`src/rtl/exu_ldst_pkg.sv`:
```
// Shared types and formatting helpers for the EXU load/store sequencer.
// Store lane replication / byte enables and load extraction / extension live here.
package exu_ldst_pkg;

    typedef enum logic [1:0] {
        S_IDLE,
        S_REQ,
        S_RSP,
        S_WB
    } ldst_state_e;

    localparam logic [2:0] F3_LB  = 3'd0;
    localparam logic [2:0] F3_LH  = 3'd1;
    localparam logic [2:0] F3_LW  = 3'd2;
    localparam logic [2:0] F3_LBU = 3'd4;
    localparam logic [2:0] F3_LHU = 3'd5;
    localparam logic [2:0] F3_SB  = 3'd0;
    localparam logic [2:0] F3_SH  = 3'd1;
    localparam logic [2:0] F3_SW  = 3'd2;

    // funct3[1:0] encodes access size for both loads and stores
    function automatic logic ldst_misaligned(input logic [2:0] f3, input logic [1:0] a);
        logic m;
        case (f3[1:0])
            2'b01:   m = a[0];
            2'b10:   m = (a != 2'b00);
            default: m = 1'b0;
        endcase
        return m;
    endfunction

    function automatic logic ldst_illegal(input logic is_st, input logic [2:0] f3);
        return is_st ? (f3 > F3_SW) : (f3 == 3'd3 || f3 == 3'd6 || f3 == 3'd7);
    endfunction

    function automatic logic [35:0] st_fmt(input logic [2:0] f3, input logic [1:0] a,
                                           input logic [31:0] wd);
        logic [31:0] d;
        logic [3:0]  s;
        case (f3)
            F3_SB: begin
                d = {4{wd[7:0]}};
                s = 4'b0001 << a;
            end
            F3_SH: begin
                d = {2{wd[15:0]}};
                s = 4'b0011 << a;
            end
            default: begin
                d = wd;
                s = 4'b1111;
            end
        endcase
        return {d, s};
    endfunction

    function automatic logic [31:0] ld_fmt(input logic [2:0] f3, input logic [1:0] a,
                                           input logic [31:0] rd);
        logic [31:0] sh;
        logic [31:0] r;
        sh = rd >> {a, 3'b000};
        case (f3)
            F3_LB:   r = {{24{sh[7]}}, sh[7:0]};
            F3_LH:   r = {{16{sh[15]}}, sh[15:0]};
            F3_LBU:  r = {24'd0, sh[7:0]};
            F3_LHU:  r = {16'd0, sh[15:0]};
            default: r = sh;
        endcase
        return r;
    endfunction

endpackage

```
`src/rtl/exu_ldst_fmt.sv`:
```
// Combinational store/load data formatter driven by the captured access fields.
module exu_ldst_fmt
    import exu_ldst_pkg::*;
(
    input  logic [2:0]  funct3_i,
    input  logic [1:0]  a_i,
    input  logic [31:0] wdata_i,
    input  logic [31:0] rdata_i,
    output logic [31:0] st_wdata_o,
    output logic [3:0]  st_wstrb_o,
    output logic [31:0] ld_data_o
);

    assign {st_wdata_o, st_wstrb_o} = st_fmt(funct3_i, a_i, wdata_i);
    assign ld_data_o                = ld_fmt(funct3_i, a_i, rdata_i);

endmodule

```
`src/rtl/exu_ldst_ctrl.sv`:
```
// Single-outstanding load/store sequencer: issue -> bus request -> response -> write-back.
// All handshake and exception outputs are registered.
module exu_ldst_ctrl
    import exu_ldst_pkg::*;
#(
    parameter int XLEN    = 32,
    parameter int TMO_CYC = 255
) (
    input  logic            clk,
    input  logic            rst_n,
    input  logic            iss_vld,
    output logic            iss_rdy,
    input  logic            iss_is_st,
    input  logic [2:0]      iss_funct3,
    input  logic [XLEN-1:0] iss_addr,
    input  logic [XLEN-1:0] iss_wdata,
    input  logic [4:0]      iss_rd,
    output logic            ldst_req_vld,
    input  logic            ldst_req_rdy,
    output logic            ldst_req_wr,
    output logic [XLEN-1:0] ldst_req_addr,
    output logic [XLEN-1:0] ldst_req_wdata,
    output logic [3:0]      ldst_req_wstrb,
    input  logic            ldst_rsp_vld,
    output logic            ldst_rsp_rdy,
    input  logic [XLEN-1:0] ldst_rsp_rdata,
    output logic            wb_vld,
    output logic [4:0]      wb_rd,
    output logic [XLEN-1:0] wb_data,
    output logic            exc_misalign,
    output logic            exc_bus_tmo
);

    localparam int CW = 16;

    ldst_state_e     state_q;
    logic            st_q;
    logic [2:0]      f3_q;
    logic [XLEN-1:0] addr_q;
    logic [XLEN-1:0] wdata_q;
    logic [4:0]      rd_q;
    logic [CW-1:0]   cnt_q;
    logic            drain_q;
    logic            iss_rdy_q, req_vld_q, rsp_rdy_q;
    logic            wb_vld_q, exc_mis_q, exc_tmo_q;
    logic [4:0]      wb_rd_q;
    logic [XLEN-1:0] wb_data_q;

    logic [XLEN-1:0] fmt_wdata, fmt_ldata;
    logic [3:0]      fmt_wstrb;

    exu_ldst_fmt u_fmt (
        .funct3_i   (f3_q),
        .a_i        (addr_q[1:0]),
        .wdata_i    (wdata_q),
        .rdata_i    (ldst_rsp_rdata),
        .st_wdata_o (fmt_wdata),
        .st_wstrb_o (fmt_wstrb),
        .ld_data_o  (fmt_ldata)
    );

    logic iss_fire, iss_bad, tmo_hit;
    assign iss_fire = iss_vld & iss_rdy_q;
    assign iss_bad  = ldst_illegal(iss_is_st, iss_funct3)
                    | ldst_misaligned(iss_funct3, iss_addr[1:0]);
    assign tmo_hit  = (TMO_CYC != 0) && (cnt_q == CW'(TMO_CYC - 1));

    always_ff @(posedge clk) begin
        if (!rst_n) begin
            state_q   <= S_IDLE;
            st_q      <= 1'b0;
            f3_q      <= '0;
            addr_q    <= '0;
            wdata_q   <= '0;
            rd_q      <= '0;
            cnt_q     <= '0;
            drain_q   <= 1'b0;
            iss_rdy_q <= 1'b1;
            req_vld_q <= 1'b0;
            rsp_rdy_q <= 1'b0;
            wb_vld_q  <= 1'b0;
            exc_mis_q <= 1'b0;
            exc_tmo_q <= 1'b0;
            wb_rd_q   <= '0;
            wb_data_q <= '0;
        end else begin
            wb_vld_q  <= 1'b0;
            exc_mis_q <= 1'b0;
            exc_tmo_q <= 1'b0;
            case (state_q)
                S_IDLE: begin
                    // a response left over from a timed-out access is swallowed here
                    if (drain_q && ldst_rsp_vld) begin
                        drain_q   <= 1'b0;
                        rsp_rdy_q <= 1'b0;
                    end
                    if (iss_fire) begin
                        st_q    <= iss_is_st;
                        f3_q    <= iss_funct3;
                        addr_q  <= iss_addr;
                        wdata_q <= iss_wdata;
                        rd_q    <= iss_rd;
                        if (iss_bad) begin
                            exc_mis_q <= 1'b1;
                        end else begin
                            state_q   <= S_REQ;
                            iss_rdy_q <= 1'b0;
                            req_vld_q <= 1'b1;
                            rsp_rdy_q <= 1'b0;
                            drain_q   <= 1'b0;
                        end
                    end
                end
                S_REQ: begin
                    if (ldst_req_rdy) begin
                        state_q   <= S_RSP;
                        req_vld_q <= 1'b0;
                        rsp_rdy_q <= 1'b1;
                        cnt_q     <= '0;
                    end
                end
                S_RSP: begin
                    cnt_q <= cnt_q + 1'b1;
                    if (ldst_rsp_vld) begin
                        rsp_rdy_q <= 1'b0;
                        if (st_q) begin
                            state_q   <= S_IDLE;
                            iss_rdy_q <= 1'b1;
                        end else begin
                            state_q   <= S_WB;
                            wb_vld_q  <= (rd_q != 5'd0);
                            wb_rd_q   <= rd_q;
                            wb_data_q <= fmt_ldata;
                        end
                    end else if (tmo_hit) begin
                        state_q   <= S_IDLE;
                        iss_rdy_q <= 1'b1;
                        exc_tmo_q <= 1'b1;
                        drain_q   <= 1'b1;
                    end
                end
                S_WB: begin
                    state_q   <= S_IDLE;
                    iss_rdy_q <= 1'b1;
                end
                default: state_q <= S_IDLE;
            endcase
        end
    end

    assign iss_rdy        = iss_rdy_q;
    assign ldst_req_vld   = req_vld_q;
    assign ldst_req_wr    = req_vld_q & st_q;
    assign ldst_req_addr  = {addr_q[XLEN-1:2], 2'b00};
    assign ldst_req_wdata = st_q ? fmt_wdata : '0;
    assign ldst_req_wstrb = st_q ? fmt_wstrb : 4'b0000;
    assign ldst_rsp_rdy   = rsp_rdy_q;
    assign wb_vld         = wb_vld_q;
    assign wb_rd          = wb_rd_q;
    assign wb_data        = wb_data_q;
    assign exc_misalign   = exc_mis_q;
    assign exc_bus_tmo    = exc_tmo_q;

endmodule

```
`config.mk`:
```
export PLATFORM = sky130hd
export DESIGN_NAME = exu_ldst_ctrl
export DESIGN_NICKNAME = d
export VERILOG_FILES = /design/src/rtl/exu_ldst_pkg.sv /design/src/rtl/exu_ldst_fmt.sv /design/src/rtl/exu_ldst_ctrl.sv
export SDC_FILE = /design/constraint.sdc
export NUM_CORES = 1
export LEC_CHECK = 0
export CAP_MARGIN = 20
export CORE_AREA = 2 2 118 120
export CTS_BUF_LIST = sky130_fd_sc_hd__clkbuf_8
export CTS_CLUSTER_SIZE = 40
export DETAILED_ROUTE_END_ITERATION = 8
export DIE_AREA = 0 0 120 122
export PLACE_DENSITY = 0.89
export SLEW_MARGIN = 0
export SYNTH_ARGS = -nofsm -noshare
export SYNTH_HDL_FRONTEND = slang
export SYNTH_SLANG_ARGS = --single-unit
export TNS_END_PERCENT = 10
```
`constraint.sdc`:
```
create_clock -name clk -period 3.3 [get_ports clk]
set_input_delay 0.66 -clock clk [delete_from_list [all_inputs] [get_ports clk]]
set_output_delay 0.66 -clock clk [all_outputs]
set_load 0.02 [all_outputs]
```
---- After elaboration in Yosys (flattened, before gate mapping) ----
Index checks and enable logic that the tools add are counted.
storage, ports and cells
  bits in registers ....................... 135
  output and inout port bits .............. 112
  logic and storage cells ................. 110
operators by class
  add/subtract/negate cells ............... 1
  magnitude comparators ................... 1
  equal/unequal tests ..................... 20
  shift operators ......................... 3
  mux-type cells .......................... 39
  bitwise operators ....................... 7
  reductions and logical operators ........ 23
operators with widths
  cell                                                                    count
  32-bit case mux with 4 select lines                                     1
  32-bit case mux with 2 select lines                                     1
  32-bit 2-to-1 mux                                                       1
  16-bit case mux with 2 select lines                                     1
  32-bit by 5-bit right shift with 32-bit output                          1
  1-bit 2-to-1 mux                                                        20
  16-bit by 1-bit adder with 16-bit output, second input constant         1
  16-bit by 8-bit equality test with 1-bit output, second input constant  1
  16-bit 2-to-1 mux                                                       1
  3-bit equality test, second input constant                              4
  2-bit 2-to-1 mux                                                        6
  2-bit inequality test, second input constant                            6
  3-bit AND reduction                                                     4
  2-bit case mux with 4 select lines                                      1
  4-bit case mux with 2 select lines                                      1
  4-bit AND reduction                                                     2
  2-bit nonzero test                                                      4
  2-bit equality test, second input constant                              3
  3-bit inequality test, second input constant                            2
  1-bit case mux with 2 select lines                                      3
  1-bit case mux with 3 select lines                                      2
  3-bit nonzero test                                                      2
  5-bit AND reduction                                                     1
  5-bit nonzero test                                                      1
  17 further kinds                                                        24

---- Logic depth before layout (Yosys ltp) ----
Gate-level depths: netlist of the first run.
  depth after elaboration ................. 8
  depth in mapped cells ................... 9

---- Hierarchy ----
Synthesis of the first run repeated with hierarchy kept, for this count alone.
second synthesis, totals
  cells, all modules ...................... 893
  area, all modules ....................... 7091.8 sq um
modules (own cells, without submodules)
  module         instances  cells an instance  area an instance (sq um)
  exu_ldst_ctrl  1          716                5885.6
  exu_ldst_fmt   1          177                1206.2

---- Worst setup path before layout of the first run ----
No wires, ideal clock.
  path type ............................... reg-to-output
  from .................................... register f3_q[0]
  to ...................................... output ldst_req_wdata[10]
  arrival ................................. 1715 ps
  setup slack ............................. 925 ps
  cell stages (with the launch flop) ...... 7
  buffers on the path ..................... 2
  path through ............................ dfxtp_1 -> buf_2 -> or2_2 -> buf_2 -> nor2_2 -> nand2_1 -> a21boi_0
on the way
  longest elaborated chain between the ends .. 3
ends and longest elaborated chain
  item                                                                                        RTL line              text
  from (decl)                                                                                 exu_ldst_ctrl.sv:38   logic [2:0] f3_q;
  from (signal assigned)                                                                      exu_ldst_ctrl.sv:99   f3_q <= iss_funct3;
  3-bit by 1-bit equality test with 1-bit output / 3-bit logical NOT (equally long branches)  exu_ldst_pkg.sv:40    case (f3)
  32-bit case mux with 2 select lines (*)                                                     exu_ldst_pkg.sv:40
  32-bit 2-to-1 mux (*)                                                                       exu_ldst_ctrl.sv:155  assign ldst_req_wdata = st_q ? fmt_wdata : '0;
  to (decl)                                                                                   exu_ldst_ctrl.sv:22   output logic [XLEN-1:0] ldst_req_wdata,
Every way passes the cells marked *; elsewhere a longest branch is shown, timed or not.

---- Worst setup path in the final report of the first run ----
  from .................................... register f3_q[0]
  to ...................................... output ldst_req_wdata[11]
Same word-level chain as after synthesis.

==> impl_metrics.ini, run 1 <==
[global_route]
grtUsageTotal_pct = 25.7
antenna_found_initial = 0
grt.overflow.total = 0
grt_max_degree = 89
first_global_vias = 5962
grt_pass1_wl_microns = 29600

[die]
initial_utilization_pct = 49.6
die_width_microns = 120
rows = 43
io_pins = 222
core_area_sq_um = 13500
fp.dieH_microns = 122
dieArea_sq_um = 14600

[placed_design]
placedCellCount = 1166
gp_congestion = 0.898
port_buffers = 219
dpl_cell_area_sq_um = 8750
dp_hpwl_microns = 13300

[pwr]
power.leakage_nw = 3.27
power_density_nw_per_um2 = 594
vdd_drop_max_uv = 502

[worst_setup_path]
path_max_fanout = 9
path_cells = or2_2, nor2_4, nand2_1, a21boi_0, clkdlybuf4s50_1
required_ns = 2.64
worst_path_largest_cell_delay_ns = 0.64
worstSetupEndpointType = output port
startpoint_type = register
cp_slowest_cell = clkdlybuf4s50_1
crit_family = simple AND/OR/NAND/NOR gates
critical_path_class = register to output port
critPathBufInv = 1
crit_arrival_ns = 2.46

[clocking]
clk_pin_slew_worst_paths_ns = 0.07
cts_made_buffers = 17
max-clock-path-buffers = 2
cts-root-buf = clkbuf_8
clk_latency_ns = 0.46
cts_sinks = 135
htreeDepth = 4
post_cts_buffers = 0
tritoncts = built

[detailed_routing]
viasPerCell = 5.22
postRouteAntennaNets = 0
wl_per_cell_microns = 15.4
routed_wirelength_microns = 18500
dr.first_iter.drc_count = 520
post-route-drc-count = 0
route.vias.total = 6252
firstDrtPassIters = 4

[synth]
synth_edf_count = 0
syn-cell-area_sq_um = 6690
syn_inst = 843
seq_area_frac_synth_pct = 40.4
synth_warnings = 0
ys.flop_type = dfxtp_1
synthArstFlopShare_pct = 0
synth_seq_cells = 135
syn_avg_cell_area_sq_um = 7.94
synth_cell_type_count = 51

[min_path]
hold_class = register to register

[finish]
nets = 1126
final_cells = 1198
layout-drive-gt1-share_pct = 6.58
fin_util_pct = 68.1
area_growth_pct = 37.4
diodes = 0
design_area_sq_um = 9200

[sta]
relSlewSlack_pct = 58.3
fmax_ghz = 0.321
rsz0062_at_grt = no
fin_setup_tns_ns = 0
tightest_slew_ns = 0.624
final_max_slew_viol_count = 0
fin_crit_ns = 3.12
hold_violations = 0
clock_skew_ns = 0.0113
finalCritPeriodShare_pct = 94.5
finalSetupViolCount = 0

[run]
drv_cap = 0

[status]
status = complete, no violations
worst paths after layout:
path              slack [ns]                  to  depth (start not counted)  startpoint
setup / recovery        0.18  ldst_req_wdata[11]                          5     f3_q[0]
hold / removal          0.46          addr_q[25]                          2  addr_q[25]
setup reg to reg        1.15         wb_data[24]                          6   addr_q[0]
hold reg to reg         0.46          addr_q[25]                          2  addr_q[25]
layer usage:
| layer | up-vias | track usage (%) | part of all wire [%] | routed length, microns |
|---|---|---|---|---|
| met4 | 0 | 11.4 | 3.2 | 600 |
| met2 | 213 | 42.5 | 48 | 8800 |
| met3 | 42 | 8.24 | 7.8 | 1450 |
| li1 | 3119 | - | - | - |
| met5 | - | 0 | 0 | 0 |
| met1 | 2878 | 30.6 | 41 | 7620 |
placed cells by master, fill, tap and decap left out, types with 3 or more instances in the layout:
cell               n
a211oi_1          15
a21boi_0          97
a21oi_1           37
and2_1            14
buf_12             3
buf_4             10
bufinv_16          4
clkbuf_8          19
clkdlybuf4s50_1  218
clkinv_2           5
dfxtp_1          134
ha_1              11
inv_1             10
mux2_2             8
mux2i_1           12
nand2_1          237
nand3_1            6
nand4_1            7
nor2_1            32
nor2b_1           21
o211ai_1           7
o21ai_0           40
or3_1             12
xnor2_1            3
xor2_1             9
flip-flops by register name, indices dropped and copies added, names as in the netlist, 2 cells and up:
register	count
f3_q	3
wdata_q	32
addr_q	32
rd_q	5
wb_data	32
state_q	2
wb_rd	5
cnt_q	16
logic make-up after synthesis:
logic type | after synthesis | share of synthesized area [%]
XOR/XNOR | 12 | 1.57
multiplexers | 21 | 3.48
AND/OR/NAND/NOR | 350 | 22.8
other | 1 | 0.0560
AO/OA/AOI/OAI | 213 | 21.6
adder cells (fa/ha/maj) | 11 | 2.06
buffers and inverters | 100 | 8.07
flip-flops | 135 | 40.4
worst reg2reg max path, delay by kind of cell, from the launching register on:
| kind | cells | cell delay (ns) |
|---|---|---|
| simple gates | 1 | 0.11 |
| compound gates | 3 | 0.60 |
| flops | 1 | 0.32 |
| mux | 1 | 0.63 |
| buf+inv | 1 | 0.35 |
cell type report:
class	count	area [sq um]
fillers	1069	4310
multi-input cells	609	3470
flip-flops and latches	135	2700
repair buffers	232	2320
clock buffers	19	262
well taps	180	225
clock inverters	13	178
inverters	10	37.5
where the power goes:
group,internal [W],total (W),switching (W)
sequential,0.00186,0.00206,0.000192
clock,0.000857,0.00150,0.000645
combinational,0.000805,0.00190,0.00110
total,0.00353,0.00546,0.00193
stage by stage:
stage          power (W)  hold WS [ns]  setup WS [ns]
2_1_floorplan    0.00332         0.444          0.925
3_3_place_gp     0.00395         0.450          0.579
3_5_place_dp     0.00399         0.456          0.487
4_1_cts          0.00550         0.467          0.147
5_1_grt          0.00580         0.486         0.0393
6_report         0.00546         0.462          0.182
cell usage after synthesis, drive strengths merged, types with 12 or more instances:
master	n	share of area (%)
buf	51	5.3
and2	14	1.3
nand2	237	13
a211oi	15	1.7
mux2i	12	1.8
nor2b	21	2.0
clkbuf	39	2.2
a21boi	97	11
dfxtp	135	40
nor2	34	1.9
or3	12	1.1
a21oi	39	3.3
o21ai	42	3.2
repair_timing:
item,in CTS,in global routing
setup endpoints to repair,1,2
endpoints found under the hold margin,0,0
pin swaps,0,0
resized for setup,1,1
hold buffers,0,0
Power figures use the tool's default switching activity.
==> run 2, diff against run 1 <==
Settings changed: CORE_AREA 2 2 118 120 to 4 4 120 122, DIE_AREA 0 0 120 122 to 0 0 124 126.
==> impl_metrics.ini, run 2 (same netlist as run 1, synthesis figures left out) <==
[finish]
final_cell_mix = nand2_1, clkdlybuf4s50_1, dfxtp_1
area_growth_pct = 36.6
diodes = 0
design_area_sq_um = 9140
layout-drive-gt1-share_pct = 6.11
final_common_cell = nand2_1
final_cells = 1191
nets = 1126

[sta]
clock_skew_ns = 0.0122
relSlewSlack_pct = 60.7
fmax_ghz = 0.325
rsz0062_at_grt = no
final_max_slew_viol_count = 0
fin_crit_ns = 3.08
fin_setup_tns_ns = 0
hold_violations = 0
tightest_slew_ns = 0.584
finalSetupViolCount = 0
finalCritPeriodShare_pct = 93.4

[worst_setup_path]
crit_arrival_ns = 2.42
path_max_fanout = 9
worstSetupEndpointType = output port
r2r_cells = 6
rrSetupSlack_ns = 1.02
r2r_start = addr_q[0]
critical_path_class = register to output port
critPathLaunch = f3_q[0]
startpoint_type = register
required_ns = 2.64
worstReg2RegEnd = wb_data[26]

[global_route]
antenna_found_initial = 0
grt_pass1_wl_microns = 30200
first_global_vias = 5986
grt.overflow.total = 0
grt_max_degree = 50
grtUsageTotal_pct = 24.3

[clocking]
post_cts_buffers = 0
htreeDepth = 4
tritoncts = built
cts_made_buffers = 17
cts_sinks = 135
cts-root-buf = clkbuf_8
max-clock-path-buffers = 2
clk_latency_ns = 0.44
clk_pin_slew_worst_paths_ns = 0.07

[detailed_routing]
wl_per_cell_microns = 16.1
routed_wirelength_microns = 19100
post-route-drc-count = 0
dr.first_iter.drc_count = 484
route.vias.total = 6268
viasPerCell = 5.26
firstDrtPassIters = 5
postRouteAntennaNets = 0

[pwr]
power_density_nw_per_um2 = 587
power.leakage_nw = 3.25
vdd_drop_max_uv = 398

[min_path]
holdPathStages = 2
hold_path_end = wdata_q[20]
hp-start = wdata_q[20]
hold_class = register to register

[placed_design]
placedCellCount = 1162
port_buffers = 219
dp_hpwl_microns = 14000
gp_congestion = 0.879
dpl_cell_area_sq_um = 8730

[die]
die_width_microns = 124
dieArea_sq_um = 15600
initial_utilization_pct = 50.7
io_pins = 222
fp.dieH_microns = 126
core_area_sq_um = 13200
rows = 42

[run]
drv_cap = 0

[status]
status = complete, no violations
-- run 2: cell types whose count changed in the layout (fill, tap and decap cells not counted) --
cell,change
inv_1,+1
buf_12,-1
clkinv_4,-1
buf_4,+1
clkinv_2,-3
bufinv_16,-1
clkbuf_8,+1
dfxtp_1,+1
dfxtp_2,-1
-- run 2: metal layers --
layer  global-route usage [%]  routed length (microns)  up-vias
met1                     29.8                     7800     2880
li1                         -                        -     3104
met2                     39.7                     9160      239
met5                        0                        0        -
met4                     8.38                      553        0
met3                     8.03                     1630       45
-- run 2: through the flow --
step | setup WS, ns | total power, W | util (%) | hold WS (ns)
2_1_floorplan | 0.925 | 0.00332 | - | 0.444
3_3_place_gp | 0.575 | 0.00395 | 66.2 | 0.450
3_5_place_dp | 0.519 | 0.00399 | 66.2 | 0.456
4_1_cts | 0.0326 | 0.00539 | 69.3 | 0.466
5_1_grt | 0.0668 | 0.00569 | 69.3 | 0.485
6_report | 0.219 | 0.00536 | 69.3 | 0.462
-- run 2: worst max-delay path by stage --
stage                          to
6_report       ldst_req_wdata[13]
5_1_grt        ldst_req_wdata[10]
4_1_cts        ldst_req_wdata[13]
3_5_place_dp   ldst_req_wdata[13]
3_3_place_gp   ldst_req_wdata[12]
2_1_floorplan  ldst_req_wdata[10]
-- run 2: repair_timing --
item	in CTS	in global routing
endpoints found under the hold margin	0	0
hold buffers	0	0
gates resized for setup	0	1
setup endpoints to repair	0	8
-- run 2: power by group --
| group | switching, W | leakage (nW) | internal [W] |
|---|---|---|---|
| Clock | 0.000616 | 0.204 | 0.000791 |
| Combinational | 0.00110 | 1.94 | 0.000798 |
| Sequential | 0.000192 | 1.10 | 0.00186 |
-- run 2: layout make-up --
class / count / area [sq um]
Sequential cell: 135 / 2700
Fill cell: 1071 / 4050
Clock inverter: 9 / 128
Tap cell: 176 / 220
Clock buffer: 20 / 275
Inverter: 10 / 37.5
Multi-Input combinational cell: 609 / 3470
Timing Repair Buffer: 232 / 2310
-- run 2: worst max-delay path: stages (launching register included) --
cell	delay, ns
dfxtp_1	0.37
or2_2	0.41
nor2_4	0.28
nand2_1	0.08
a21boi_0	0.19
clkdlybuf4s50_1	0.64
==> run 3, diff against run 2 <==
Settings changed: CORE_AREA 4 4 120 122 to 4 4 135 137, DIE_AREA 0 0 124 126 to 0 0 139 141, GPL_TIMING_DRIVEN from default to 0, PLACE_DENSITY 0.89 to 0.72.
==> impl_metrics.ini, run 3 (same netlist as run 1, synthesis figures left out) <==
[status]
status = complete, no violations

[clocking]
max-clock-path-buffers = 2
clk_latency_ns = 0.44
cts_made_buffers = 17
tritoncts = built
cts-root-buf = clkbuf_8
clk_pin_slew_worst_paths_ns = 0.07
htreeDepth = 4
cts_sinks = 135

[finish]
fillCellCount = 1654
seqCellArea_sq_um = 2700
layout-drive-gt1-share_pct = 9.21
area_growth_pct = 44.2
final_cell_mix = nand2_1, clkdlybuf4s50_1, dfxtp_1
multiInputGateArea_sq_um = 3460
nets = 1205
diodes = 0
final_cells = 1322
fin_util_pct = 56.6
final_common_cell = nand2_1

[die]
initial_utilization_pct = 39.2
core_area_sq_um = 17100
dieArea_sq_um = 19600
die_width_microns = 139
io_pins = 222
fp.dieH_microns = 141
rows = 48

[sta]
final_max_slew_viol_count = 0
rsz0062_at_grt = yes
timing.hold.ws_ns = 0.461
clock_skew_ns = 0.00985
finalCritPeriodShare_pct = 97.0
hold_violations = 0
fin_ws_ns = 0.100
relSlewSlack_pct = 54.4
tightest_slew_ns = 0.683
finalSetupViolCount = 0
fmax_ghz = 0.313
fin_setup_tns_ns = 0
fin_crit_ns = 3.20

[global_route]
grtUsageTotal_pct = 21.2
grt_max_degree = 17
first_global_vias = 6418
grt_pass1_wl_microns = 33500
antenna_found_initial = 1
grt.overflow.total = 0

[detailed_routing]
wl_per_cell_microns = 16.0
routed_wirelength_microns = 21200
route.vias.total = 6464
dr.first_iter.drc_count = 367
post-route-drc-count = 0
firstDrtPassIters = 4
postRouteAntennaNets = 0
viasPerCell = 4.89

[placed_design]
pre_cts_ws_ns = 0.306
placedCellCount = 1288
gp_congestion = 0.904
dp_hpwl_microns = 16200
port_buffers = 219

[worst_setup_path]
r2r_start = state_q[1]
rrSetupSlack_ns = 1.10
path_max_fanout = 9
startpoint_type = register
crit_arrival_ns = 2.54
critPathLaunch = f3_q[0]
worstSetupEndpointType = output port
required_ns = 2.64
critical_path_class = register to output port

[pwr]
power_density_nw_per_um2 = 586
power.leakage_nw = 3.64
vdd_drop_max_uv = 309

[min_path]
hp-start = wb_data[7]
hold_class = register to register

[run]
drv_cap = 0
run 3: power by group:
group,switching [W],total [W],internal [W]
clock network,0.000628,0.00152,0.000893
registers,0.000175,0.00204,0.00186
logic,0.00120,0.00209,0.000891
total,0.00200,0.00565,0.00365
run 3: timing repair:
action	in CTS	in global routing
hold buffers	0	0
buffers inserted	0	2
resized for setup	4	10
pin swaps	0	1
endpoints found under the setup margin	12	21
run 3: worst paths after layout:
kind,end,cells after the start
setup / recovery,ldst_req_wdata[13],7
hold / removal,wb_data[7],2
setup reg to reg,cnt_q[13],7
hold reg to reg,wb_data[7],2
run 3: critical path, stage by stage (launching register included):
cell and delay [ns]:
dfxtp_1 0.30, buf_2 0.17, or2_2 0.30, buf_2 0.19, nor2_4 0.24, nand2_1 0.08
a21boi_0 0.19, clkdlybuf4s50_1 0.64
run 3: final cells by class:
| cell class | instances | share of cell area, % |
|---|---|---|
| inverter | 10 | 0.389 |
| timing repair buffer | 221 | 23.0 |
| tap | 225 | 2.92 |
| multi-input combinational | 609 | 35.8 |
| sequential | 135 | 28.0 |
| buffer | 90 | 5.25 |
| clock inverter | 11 | 1.59 |
| clock buffer | 21 | 2.99 |
run 3: stage by stage:
stage                     total power, W  area [sq um]
after floorplan                  0.00332          6700
after global placement           0.00412          9170
after detailed placement         0.00415          9170
after CTS                        0.00568          9620
after global routing             0.00601          9650
final                            0.00565          9650
run 3: per-layer routing:
metal  global-route usage (%)  share of wire (%)
met2                     35.7                 47
met1                     26.6                 45
met3                     6.31                6.3
met5                        0              0.061
met4                     6.02                1.6
